===== src/rtl/hdmi_palette_framegen.sv =====
// hdmi_palette_framegen
//   Streams a BPP-bit framebuffer from BRAM through a prefetch FIFO, maps each
//   index through a 2^BPP-entry 24-bit palette and drives registered RGB.
//   Optional feature macro: FRAMEGEN_PALETTE_WR_EN (writable palette). When it is
//   undefined the palette is fixed: index 0 = black, any other index = white.
module hdmi_palette_framegen #(
  parameter int unsigned H_ACTIVE   = 640,
  parameter int unsigned V_ACTIVE   = 480,
  parameter int unsigned BPP        = 1,
  parameter int unsigned ADDR_W     = 19,
  parameter int unsigned BRAM_LAT   = 2,
  parameter int unsigned FIFO_DEPTH = 8
) (
  input  logic              Clk_100MHz,
  input  logic              Reset,
  input  logic              PixEn,
  input  logic [9:0]        CounterX,
  input  logic [9:0]        CounterY,
  input  logic [BPP-1:0]    BRAM_Dout,
  output logic [ADDR_W-1:0] BRAM_addr,
  output logic              BRAM_en,
  input  logic              PalWe,
  input  logic [BPP-1:0]    PalAddr,
  input  logic [23:0]       PalData,
  output logic [7:0]        Red,
  output logic [7:0]        Green,
  output logic [7:0]        Blue,
  output logic              Underflow
);

  localparam int unsigned NumPix = H_ACTIVE * V_ACTIVE;
  localparam int unsigned PtrW   = $clog2(FIFO_DEPTH);
  localparam int unsigned CountW = PtrW + 1;
  localparam int unsigned CntW   = $clog2(FIFO_DEPTH + BRAM_LAT) + 1;
  localparam int unsigned PalN   = 1 << BPP;

  localparam logic [ADDR_W-1:0] LastAddr = ADDR_W'(NumPix - 1);
  localparam logic [9:0]        HAct     = 10'(H_ACTIVE);
  localparam logic [9:0]        VAct     = 10'(V_ACTIVE);

  typedef enum logic [1:0] {
    StWaitFrame,
    StFetch,
    StDone
  } fetch_state_e;

  // ---------------------------------------------------------------------------
  // Timing events
  // ---------------------------------------------------------------------------
  logic fs;      // first vblank pixel: restart fetching for the next frame
  logic active;  // visible pixel that consumes one FIFO entry

  assign fs     = PixEn && (CounterY == VAct) && (CounterX == 10'd0);
  assign active = PixEn && (CounterX < HAct) && (CounterY < VAct);

  // ---------------------------------------------------------------------------
  // Fetch FSM and read issue
  // ---------------------------------------------------------------------------
  fetch_state_e        state_q, state_d;
  logic [ADDR_W-1:0]   addr_q, addr_d;
  logic [BRAM_LAT-1:0] inflight_q, inflight_d;
  logic [CountW-1:0]   count_q;
  logic [CntW-1:0]     credit_used;
  logic                issue;

  // Slots already spoken for: FIFO entries plus reads still in the BRAM pipe.
  always_comb begin
    credit_used = CntW'(count_q);
    for (int i = 0; i < BRAM_LAT; i++) begin
      credit_used = credit_used + CntW'(inflight_q[i]);
    end
  end

  // A read issued in the FS cycle would belong to the old frame, so FS blocks it.
  assign issue     = (state_q == StFetch) && !fs && (credit_used < CntW'(FIFO_DEPTH));
  assign BRAM_en   = issue;
  assign BRAM_addr = addr_q;

  // Next-state: FS restarts from address 0; the last issued address ends the frame.
  always_comb begin
    state_d = state_q;
    addr_d  = addr_q;
    if (fs) begin
      state_d = StFetch;
      addr_d  = '0;
    end else if (issue) begin
      addr_d = addr_q + ADDR_W'(1);
      if (addr_q == LastAddr) begin
        state_d = StDone;
      end
    end
  end

  // Fetch state and address registers.
  always_ff @(posedge Clk_100MHz or negedge Reset) begin
    if (!Reset) begin
      state_q <= StWaitFrame;
      addr_q  <= '0;
    end else begin
      state_q <= state_d;
      addr_q  <= addr_d;
    end
  end

  // In-flight valid bits shift towards the return slot; FS kills them all.
  always_comb begin
    inflight_d = '0;
    if (!fs) begin
      inflight_d[0] = issue;
      for (int i = 1; i < BRAM_LAT; i++) begin
        inflight_d[i] = inflight_q[i-1];
      end
    end
  end

  // In-flight valid shift register.
  always_ff @(posedge Clk_100MHz or negedge Reset) begin
    if (!Reset) begin
      inflight_q <= '0;
    end else begin
      inflight_q <= inflight_d;
    end
  end

  // ---------------------------------------------------------------------------
  // Prefetch FIFO
  // ---------------------------------------------------------------------------
  logic [BPP-1:0]  fifo_mem_q [FIFO_DEPTH];
  logic [PtrW-1:0] wptr_q, rptr_q;
  logic            push, pop_req, pop, empty, underflow_evt;
  logic [BPP-1:0]  pop_idx;

  assign empty         = (count_q == '0);
  // Returns that coincide with FS belong to the previous frame.
  assign push          = inflight_q[BRAM_LAT-1] && !fs;
  assign pop_req       = active && (state_q != StWaitFrame);
  assign pop           = pop_req && !empty;
  assign underflow_evt = pop_req && empty;
  assign pop_idx       = fifo_mem_q[rptr_q];

  // FIFO storage; no reset needed since count gates every read.
  always_ff @(posedge Clk_100MHz) begin
    if (push) begin
      fifo_mem_q[wptr_q] <= BRAM_Dout;
    end
  end

  // FIFO pointers and occupancy; FS flushes.
  always_ff @(posedge Clk_100MHz or negedge Reset) begin
    if (!Reset) begin
      wptr_q  <= '0;
      rptr_q  <= '0;
      count_q <= '0;
    end else if (fs) begin
      wptr_q  <= '0;
      rptr_q  <= '0;
      count_q <= '0;
    end else begin
      if (push) begin
        wptr_q <= wptr_q + PtrW'(1);
      end
      if (pop) begin
        rptr_q <= rptr_q + PtrW'(1);
      end
      count_q <= count_q + CountW'(push) - CountW'(pop);
    end
  end

  // Sticky underflow; only reset clears it.
  logic uf_q;

  // Underflow flag register.
  always_ff @(posedge Clk_100MHz or negedge Reset) begin
    if (!Reset) begin
      uf_q <= 1'b0;
    end else if (underflow_evt) begin
      uf_q <= 1'b1;
    end
  end

  assign Underflow = uf_q;

  // ---------------------------------------------------------------------------
  // Colour pipeline: stage 1 holds index/flags, stage 2 holds the looked-up RGB
  // ---------------------------------------------------------------------------
  logic           upd1_q, blank1_q, uf1_q;
  logic [BPP-1:0] idx1_q;
  logic [23:0]    pal_rd;
  logic [23:0]    rgb_q;

  // Stage 1: capture the popped index, or blank/underflow with index forced to 0.
  always_ff @(posedge Clk_100MHz or negedge Reset) begin
    if (!Reset) begin
      upd1_q   <= 1'b0;
      blank1_q <= 1'b1;
      uf1_q    <= 1'b0;
      idx1_q   <= '0;
    end else begin
      upd1_q   <= PixEn;
      blank1_q <= !pop_req;
      uf1_q    <= underflow_evt;
      idx1_q   <= pop ? pop_idx : '0;
    end
  end

`ifdef FRAMEGEN_PALETTE_WR_EN
  logic [23:0] pal_q [PalN];

  // Writable palette; the combinational read sees the pre-write entry (read-first).
  always_ff @(posedge Clk_100MHz or negedge Reset) begin
    if (!Reset) begin
      for (int i = 0; i < PalN; i++) begin
        pal_q[i] <= (i == 0) ? 24'h000000 : 24'hFFFFFF;
      end
    end else if (PalWe) begin
      pal_q[PalAddr] <= PalData;
    end
  end

  assign pal_rd = pal_q[idx1_q];
`else
  logic unused_pal;

  assign unused_pal = ^{PalWe, PalAddr, PalData, PalN[0]};
  assign pal_rd     = (idx1_q == '0) ? 24'h000000 : 24'hFFFFFF;
`endif

  // Stage 2: registered RGB, only updated on cycles that followed a PixEn.
  always_ff @(posedge Clk_100MHz or negedge Reset) begin
    if (!Reset) begin
      rgb_q <= '0;
    end else if (upd1_q) begin
      rgb_q <= (blank1_q || uf1_q) ? 24'h000000 : pal_rd;
    end
  end

  assign Red   = rgb_q[23:16];
  assign Green = rgb_q[15:8];
  assign Blue  = rgb_q[7:0];

endmodule


===== config.mk =====
export PLATFORM = sky130hd
export DESIGN_NAME = hdmi_palette_framegen
export DESIGN_NICKNAME = d
export VERILOG_FILES = /design/src/rtl/hdmi_palette_framegen.sv
export SDC_FILE = /design/constraint.sdc
export NUM_CORES = 1
export LEC_CHECK = 0
export BUFFER_PORTS_ARGS = -buffer_cell sky130_fd_sc_hd__buf_2
export CORE_UTILIZATION = 55
export CTS_BUF_LIST = sky130_fd_sc_hd__clkbuf_4
export DETAILED_ROUTE_END_ITERATION = 12
export PLACE_DENSITY = 0.87
export SYNTH_ARGS = -nofsm -noshare
export SYNTH_HDL_FRONTEND = slang
export SYNTH_SLANG_ARGS = --single-unit

===== constraint.sdc =====
create_clock -name Clk_100MHz -period 6.17 [get_ports Clk_100MHz]
set_input_delay 0.617 -clock Clk_100MHz [delete_from_list [all_inputs] [get_ports Clk_100MHz]]
set_output_delay 0.617 -clock Clk_100MHz [all_outputs]
set_load 0.05 [all_outputs]

==> results of run 1 <==
cells in the mapped netlist, drive strengths merged, types with 3 or more instances:
cell type  number  area (µm²)
a21o            3        30.0
a21oi           9        45.0
and3            5        33.8
and4            4        41.3
buf            28         200
dfrtp          38         951
edfxtp          8         240
ha             11         138
inv            10        37.5
mux2i           5        50.1
nand2          10        37.5
nand2b          7        43.8
nand3           6        30.0
nand4           3        33.8
nor2           25        93.8
nor2b           5        33.8
nor3            8        40.0
nor4            6        37.5
o2111ai         6        58.8
o211ai          3        22.5
o21ai           9        52.6
or3             4        25.0
xnor2           6        52.6
xor2           10        87.6
power by group:
part / internal, mW / switching [mW]
Sequential: 0.428 / 0.132
Clock: 0.0468 / 0.0909
Combinational: 0.267 / 0.514
cells by family (layout without fill, tap and decap cells):
group                    count (synthesis)  in the layout  synth area share (%)
AO/OA/AOI/OAI                           38             38                  10.4
XOR/XNOR                                16             16                  5.28
adder cells (fa/ha/maj)                 12             12                  5.94
buffers and inverters                   40             87                  9.25
flip-flops                              47             47                  45.9
multiplexers                             7              7                  3.58
AND/OR/NAND/NOR                         92             92                  19.7
layout make-up:
| class | count | area share, % |
|---|---|---|
| tap | 52 | 2.23 |
| multi-input combinational | 165 | 41.0 |
| inverter | 10 | 1.29 |
| clock inverter | 2 | 0.258 |
| clock buffer | 6 | 1.55 |
| timing repair buffer | 69 | 11.9 |
| sequential | 47 | 41.8 |
metal layers:
layer	wire [µm]	up-vias
met2	2330	80
met1	2260	936
met4	46	0
met3	287	4
met5	0	-
li1	-	962
cell usage in the layout (no fill, tap or decap), types with 6 or more instances in the layout:
master / count
xor2_1: 10
dfrtp_1: 38
a21oi_1: 9
buf_2: 68
edfxtp_1: 8
inv_1: 10
nand2_1: 10
clkbuf_4: 6
nand2b_1: 7
xnor2_1: 6
nor3_1: 7
ha_1: 11
nor4_1: 6
nor2_1: 25
nand3_1: 6
worst paths after layout:
path                                    startpoint                        end  slack (ns)  cells past startpoint
setup / recovery           inflight_q[1]$_DFF_PN0_                    BRAM_en        3.15                      6
hold / removal                               Reset  BRAM_addr[13]$_DFFE_PN0P_        0.37                      1
setup reg to reg              count_q[3]$_DFF_PN0_       count_q[2]$_DFF_PN0_        3.58                     10
hold reg to reg                    uf1_q$_DFF_PN0_      rgb_q[22]$_DFFE_PN0P_        0.46                      1
max in group asynchronous                    Reset    inflight_q[1]$_DFF_PN0_        5.25                      1
min in group Clk_100MHz                      PixEn           upd1_q$_DFF_PN0_        0.40                      1
state kept, by name (all words and copies together), names as in the netlist, 2 cells and up:
signal / count
fifo_mem_q: 8
BRAM_addr: 19
count_q: 4
wptr_q: 3
state_q: 2
rptr_q: 3
inflight_q: 2
through the flow:
stage / hold slack [ns] / setup WS [ns] / utilization, %
floorplan: 0.321 / 3.53 / -
global placement: 0.433 / 3.27 / 63.6
detailed placement: 0.450 / 3.23 / 63.6
CTS: 0.380 / 3.14 / 64.7
global route: 0.390 / 3.00 / 64.7
finish: 0.367 / 3.15 / 64.7
==> out/qor.yml, run 1 <==
place:
  gp_congestion: 0.803
  portBuffers: 68
  dpl.hpwl_mm: 3.55
  dpl_cell_area_um2: 2860
  place_inst: 343
timing:
  max_slew_margin_pct: 20.7
  fin_skew_ns: 0.00881
  final_max_slew_viol_count: 0
  tightestPinTransition_ns: 1.18
  setup_viol: 0
  rsz0062_at_grt: "false"
  finalSetupTns_ns: 0
  period_minus_slack_ns: 3.02
  hold_violations: 0
  fin_crit_sh_pct: 48.9
  max_freq_ghz: 0.331
floorplan:
  die_h_um: 71.4
  die_width_um: 71.4
  start_util_pct: 58.9
  core-area_um2: 4500
  die_area_um2: 5100
  num_rows: 24
  ios: 95
logic_synthesis:
  synth.cell_area_um2: 2650
  syn-num-nets: 314
  async_flop_share_pct: 83.0
  synth_edf_count: 8
  syn_inst: 252
  ys_seq_elements: 47
  synth.avg_cell_area_um2: 10.5
  synth.yosys.seq_area_share_pct: 45.9
  synthFlopType: "dfrtp_1"
  yosys.cell_types.count: 52
  ys_warn_count: 0
global_routing:
  grtUsageMet1_pct: 26.4
  grt_pass1_vias: 1751
  use_met3_pct: 3.52
  grt_usage_pct: 20.6
  antenna_found_initial: 0
  gr-total-overflow: 0
  top_usage_layer: "met2"
  grt_pass1_wl_mm: 8.13
  grt_use_met2_pct: 35.4
  grt_max_degree: 40
power_and_ir_drop:
  ir_drop_v: 0.000389
  power_mw: 1.48
  power_leakage_nw: 1.32
  powerDensity_nw_per_um2: 507
finish:
  regArea_um2: 1220
  nets: 360
  syn_to_final_growth_pct: 9.91
  multi_input_area_um2: 1190
  fill_cells: 372
  instances_no_fill: 351
  drive_above_1_share_pct: 30.4
  design_area_um2: 2920
  insertedDiodeCount: 0
setup_path:
  startpoint_type: "flip-flop"
  crit_arrival_ns: 2.40
  slowest_delay_ns: 0.49
  crit_buf_inv: 1
  required_ns: 5.55
  critical_path.max_fanout: 10
  worstSetupPathType: "reg2out"
  crit_chain: "ha_1, a21oi_1, o21a_1, o21ai_2, nor2_1, buf_2"
  critPathCaptureType: "output pin"
  crit_slowest_cell: "dfrtp_1"
  path_delay_family: "compound AO/OA/AOI/OAI gates"
drt:
  vias_per_cell: 5.65
  drt_iter0_markers: 112
  wl_mm: 4.92
  wl_per_cell_um: 14.0
  first_pass_iters: 4
  antenna_left: 0
  route.detailed.drc: 0
  vias: 1982
outcome:
  outcome: "complete, no violations"
cts:
  cts_max_level: 2
  cts_tree: "yes"
  cts_root_buf: "clkbuf_4"
  cts.sinks: 47
  cts_setup_buffers: 0
  clk_latency_ns: 0.35
  clk_pin_slew_ns: 0.13
  clk_path_buf_depth: 2
  cts.repair.resized: 0
  ctsHoldBuffers: 0
  cts_made_buffers: 5
hold_path:
  hp-class: "in2async"
run:
  max_cap_violations: 0
Power figures use the tool's default switching activity.
==> run 2: changes to the inputs <==
CORE_UTILIZATION = 52   (was 55)
PLACE_DENSITY = 0.83   (was 0.87)
clock period = 2.85 ns   (was 6.17 ns; I/O delays follow)
==> out/qor.yml, run 2 (synthesis results as in run 1) <==
timing:
  finalSetupTns_ns: 0
  hold_violations: 0
  setup_ws_ns: 0.209
  final_max_slew_viol_count: 0
  fin_crit_sh_pct: 92.7
  period_minus_slack_ns: 2.64
  setup_viol: 0
  rsz0062_at_grt: "false"
  max_freq_ghz: 0.379
  tightestPinTransition_ns: 0.844
  max_slew_margin_pct: 43.7
  fin_skew_ns: 0.0107
hold_path:
  hp-class: "in2async"
cts:
  clk_latency_ns: 0.36
  ctsHoldBuffers: 0
  clk_pin_slew_ns: 0.13
  cts_made_buffers: 5
  cts_max_level: 2
  cts_tree: "yes"
  cts_root_buf: "clkbuf_4"
  cts.sinks: 47
  clk_path_buf_depth: 2
drt:
  vias: 1999
  wl_per_cell_um: 13.4
  antenna_left: 0
  vias_per_cell: 5.43
  first_pass_iters: 4
  route.detailed.drc: 0
  wl_mm: 4.92
  drt_iter0_markers: 94
setup_path:
  crit_slowest_cell: "dfrtp_1"
  worstSetupPathType: "reg2out"
  r2r_end: "count_q[2]$_DFF_PN0_"
  r2r_cells: 10
  startpoint_type: "flip-flop"
  crit_chain: "ha_1, a21o_1, and4_1, o21ai_2, nor2_1, buf_2"
  required_ns: 2.57
  critical_path.max_fanout: 10
  crit_arrival_ns: 2.36
  r2r-start: "count_q[3]$_DFF_PN0_"
  critPathCaptureType: "output pin"
  slowest_delay_ns: 0.51
  rrSetupSlack_ns: 0.25
power_and_ir_drop:
  p_comb_share_pct: 50.0
  swShare_pct: 47.5
  clockPowerShare_pct: 14.4
  power_leakage_nw: 1.35
  internal_power_mw: 1.78
  powerDensity_nw_per_um2: 1130
  p_seq_share_pct: 35.6
  power_mw: 3.39
  power_switching_mw: 1.61
  ir_drop_v: 0.000953
place:
  dpl_worst_slack_ns: 0.271
  dpl.hpwl_mm: 3.64
  gp_congestion: 0.761
  dpl_cell_area_um2: 2900
  portBuffers: 68
global_routing:
  antenna_found_initial: 0
  grt_usage_pct: 19.5
  gr-total-overflow: 0
  grt_pass1_vias: 1823
  grt_pass1_wl_mm: 7.96
  grt_max_degree: 40
finish:
  most-common-layout-cells: "68 x buf_2, 38 x dfrtp_1, 25 x nor2_1"
  multi_input_area_um2: 1200
  regArea_um2: 1220
  syn_to_final_growth_pct: 13.2
  largest_reg_flops: 19
  design_area_um2: 3000
  fill_cells: 409
  nets: 362
  final_common_cell: "buf_2"
  drive_above_1_share_pct: 31.9
  insertedDiodeCount: 0
floorplan:
  num_rows: 25
  core-area_um2: 4820
  ios: 95
  die_width_um: 73.4
  die_area_um2: 5390
  die_h_um: 73.4
  start_util_pct: 55.1
outcome:
  outcome: "complete, no violations"
run:
  max_cap_violations: 0
-- run 2: final cells by class --
| class | count | share of cell area [%] |
|---|---|---|
| multi-input combinational | 165 | 39.8 |
| clock buffer | 5 | 1.25 |
| tap | 67 | 2.79 |
| inverter | 10 | 1.25 |
| clock inverter | 3 | 2.25 |
| timing repair buffer | 71 | 12.1 |
| sequential | 47 | 40.5 |
-- run 2: critical path, delay by kind of cell (launching register included) --
family | cells | cell delay, ns
simple gates | 2 | 0.56
fa+ha+maj | 1 | 0.34
buf+inv | 1 | 0.26
flops | 1 | 0.51
compound gates | 2 | 0.31
-- run 2: stage by stage --
stage                     instances  hold slack (ns)  util (%)
after global routing            368           0.0330      62.3
after global placement          360            0.427      60.1
after detailed placement        360            0.431      60.1
after CTS                       368           0.0308      62.3
after floorplan                 252          -0.0106         -
final                           368           0.0109      62.3
-- run 2: worst max-delay path by stage --
stage,cells after the start,slack [ns],end,startpoint
CTS,6,0.14,BRAM_en,inflight_q[1]$_DFF_PN0_
detailed placement,10,0.27,count_q[2]$_DFF_PN0_,count_q[3]$_DFF_PN0_
global placement,10,0.37,count_q[2]$_DFF_PN0_,count_q[3]$_DFF_PN0_
floorplan,10,0.55,count_q[1]$_DFF_PN0_,CounterX[1]
global route,6,0.01,BRAM_en,inflight_q[1]$_DFF_PN0_
finish,6,0.21,BRAM_en,inflight_q[1]$_DFF_PN0_
-- run 2: repair_timing --
| item | in CTS | in global routing |
|---|---|---|
| endpoints found under the setup margin | 0 | 1 |
| gates resized for setup | 0 | 1 |
| setup buffers | 0 | 0 |
-- run 2: power groups by stage --
stage	combinational, mW	clock (mW)	sequential (mW)
finish	1.70	0.488	1.21
floorplan	0.968	0	1.58
detailed placement	1.70	0	1.22
global route	1.88	0.525	1.25
CTS	1.71	0.502	1.21
global placement	1.63	0	1.21
-- run 2: layer usage --
metal	vias to the layer above	GRT usage (%)	wire length [µm]
li1	971	-	-
met1	943	24.2	2210
met2	74	33.2	2310
met3	11	4.25	290
met4	0	7.69	110
met5	-	0	0
==> run 3: changes to the inputs <==
CORE_UTILIZATION = 51   (was 52)
PLACE_DENSITY = 0.82   (was 0.83)
RECOVER_POWER = 50   (was not set)
==> out/qor.yml, run 3 (synthesis results as in run 1) <==
outcome:
  outcome: "complete, but fails checks"
  violations: "capacitance limit, slew limit"
finish:
  most-common-layout-cells: "50 x buf_2, 38 x dfrtp_1, 25 x nor2_1"
  largest_reg_flops: 19
  syn_to_final_growth_pct: 10.2
  drive_above_1_share_pct: 24.9
  final_common_cell: "buf_2"
  fill_cells: 425
  nets: 362
  insertedDiodeCount: 0
  instances_no_fill: 368
global_routing:
  antenna_found_initial: 0
  grt_pass1_wl_mm: 8.36
  grt_usage_pct: 20.2
  grt_pass1_vias: 1860
  grt_max_degree: 40
  gr-total-overflow: 0
cts:
  clk_latency_ns: 0.36
  cts_root_buf: "clkbuf_4"
  clk_pin_slew_ns: 0.12
  clk_path_buf_depth: 2
  cts_tree: "yes"
  cts_made_buffers: 5
  cts.sinks: 47
  cts_max_level: 2
place:
  dpl.hpwl_mm: 3.77
  gp_congestion: 0.774
  place_inst: 360
  portBuffers: 68
  dpl_worst_slack_ns: 0.291
floorplan:
  core-area_um2: 4850
  num_rows: 25
  die_area_um2: 5490
  die_width_um: 74.1
  die_h_um: 74.1
  start_util_pct: 54.7
  ios: 95
drt:
  drt_iter0_markers: 86
  first_pass_iters: 4
  route.detailed.drc: 0
  wl_per_cell_um: 14.3
  wl_mm: 5.26
  vias: 1997
  vias_per_cell: 5.43
  antenna_left: 0
setup_path:
  r2r-start: "count_q[3]$_DFF_PN0_"
  critPathCaptureType: "output pin"
  worstSetupPathType: "reg2out"
  crit_arrival_ns: 2.39
  crit_buf_inv: 1
  r2r_cells: 10
  crit_path_end: "BRAM_en"
  critical_path.max_fanout: 10
  required_ns: 2.57
  cp-startpoint: "inflight_q[1]$_DFF_PN0_"
  slowest_delay_ns: 0.50
  cp_num_cells: 6
  rrSetupSlack_ns: 0.22
  path_delay_family: "simple AND/OR/NAND/NOR gates"
  startpoint_type: "flip-flop"
  r2r_end: "count_q[2]$_DFF_PN0_"
  crit_slowest_cell: "dfrtp_1"
  crit_chain: "ha_1, a21o_1, and4_1, o21ai_2, nor2_1, buf_2"
hold_path:
  hp-class: "in2reg"
  min_from: "PixEn"
timing:
  setup_viol: 0
  finalSetupTns_ns: 0
  rsz0062_at_grt: "false"
  period_minus_slack_ns: 2.68
  fin_crit_sh_pct: 94.0
  tightestPinTransition_ns: 2.12
  max_freq_ghz: 0.373
  hold_violations: 0
  final_max_slew_viol_count: 40
  setup_ws_ns: 0.171
  fin_skew_ns: 0.0101
  max_slew_margin_pct: -41.1
run:
  max_cap_violations: 1
power_and_ir_drop:
  ir_drop_v: 0.000792
  power_leakage_nw: 1.29
  powerDensity_nw_per_um2: 1100
  power_mw: 3.22
run 3: cell types whose count changed in the layout (fill, tap and decap cells not counted), sizes merged:
cell      change
bufinv        -2
clkinvlp      -1
clkinv        +2
buf          -18
clkbuf       +19
run 3: power by group:
group          leakage (nW)  internal, mW  total [mW]  switching, mW
Combinational         0.753         0.559        1.70           1.14
Clock                0.0307         0.101       0.303          0.202
Sequential            0.508         0.926        1.22          0.289
run 3: worst min path at each step:
stage                                      endpoint  cells past startpoint  slack [ns]
after global routing               upd1_q$_DFF_PN0_                      1        0.07
after global placement        rgb_q[22]$_DFFE_PN0P_                      1        0.43
final                              upd1_q$_DFF_PN0_                      1        0.07
after detailed placement  BRAM_addr[17]$_DFFE_PN0P_                      1        0.44
after CTS                 BRAM_addr[17]$_DFFE_PN0P_                      1        0.04
after floorplan            BRAM_addr[0]$_DFFE_PN0P_                      0       -0.01
run 3: metal layers:
| layer | vias up | track usage [%] | share of wire, % |
|---|---|---|---|
| li1 | 972 | - | - |
| met1 | 942 | 25.6 | 44 |
| met2 | 76 | 34.0 | 49 |
| met3 | 7 | 4.34 | 5.8 |
| met4 | 0 | 7.26 | 1.1 |
| met5 | - | 0 | 0 |
run 3: metrics by stage:
| stage | instance area [µm²] | hold slack (ns) | utilization (%) |
|---|---|---|---|
| 2_1_floorplan | 2650 | -0.0106 | - |
| 4_1_cts | 2950 | 0.0364 | 60.8 |
| 3_3_place_gp | 2900 | 0.427 | 59.7 |
| 3_5_place_dp | 2900 | 0.440 | 59.7 |
| 5_1_grt | 2920 | 0.0747 | 60.3 |
| 6_report | 2920 | 0.0729 | 60.3 |
run 3: cell type report:
class / count / area [µm²] / area share [%]
Sequential cell: 47 / 1220 / 41.7
Timing Repair Buffer: 71 / 340 / 11.6
Multi-Input combinational cell: 165 / 1190 / 40.8
Clock inverter: 2 / 7.51 / 0.257
Inverter: 10 / 37.5 / 1.28
Clock buffer: 6 / 45.0 / 1.54
Tap cell: 67 / 83.8 / 2.87
run 3: repair_timing:
| action | 4_1_cts | 5_1_grt |
|---|---|---|
| hold buffers | 0 | 0 |
| endpoints found under the setup margin | 0 | 1 |
| endpoints found under the hold margin | 0 | 0 |
| setup buffers | 0 | 0 |
| resized for setup | 0 | 1 |
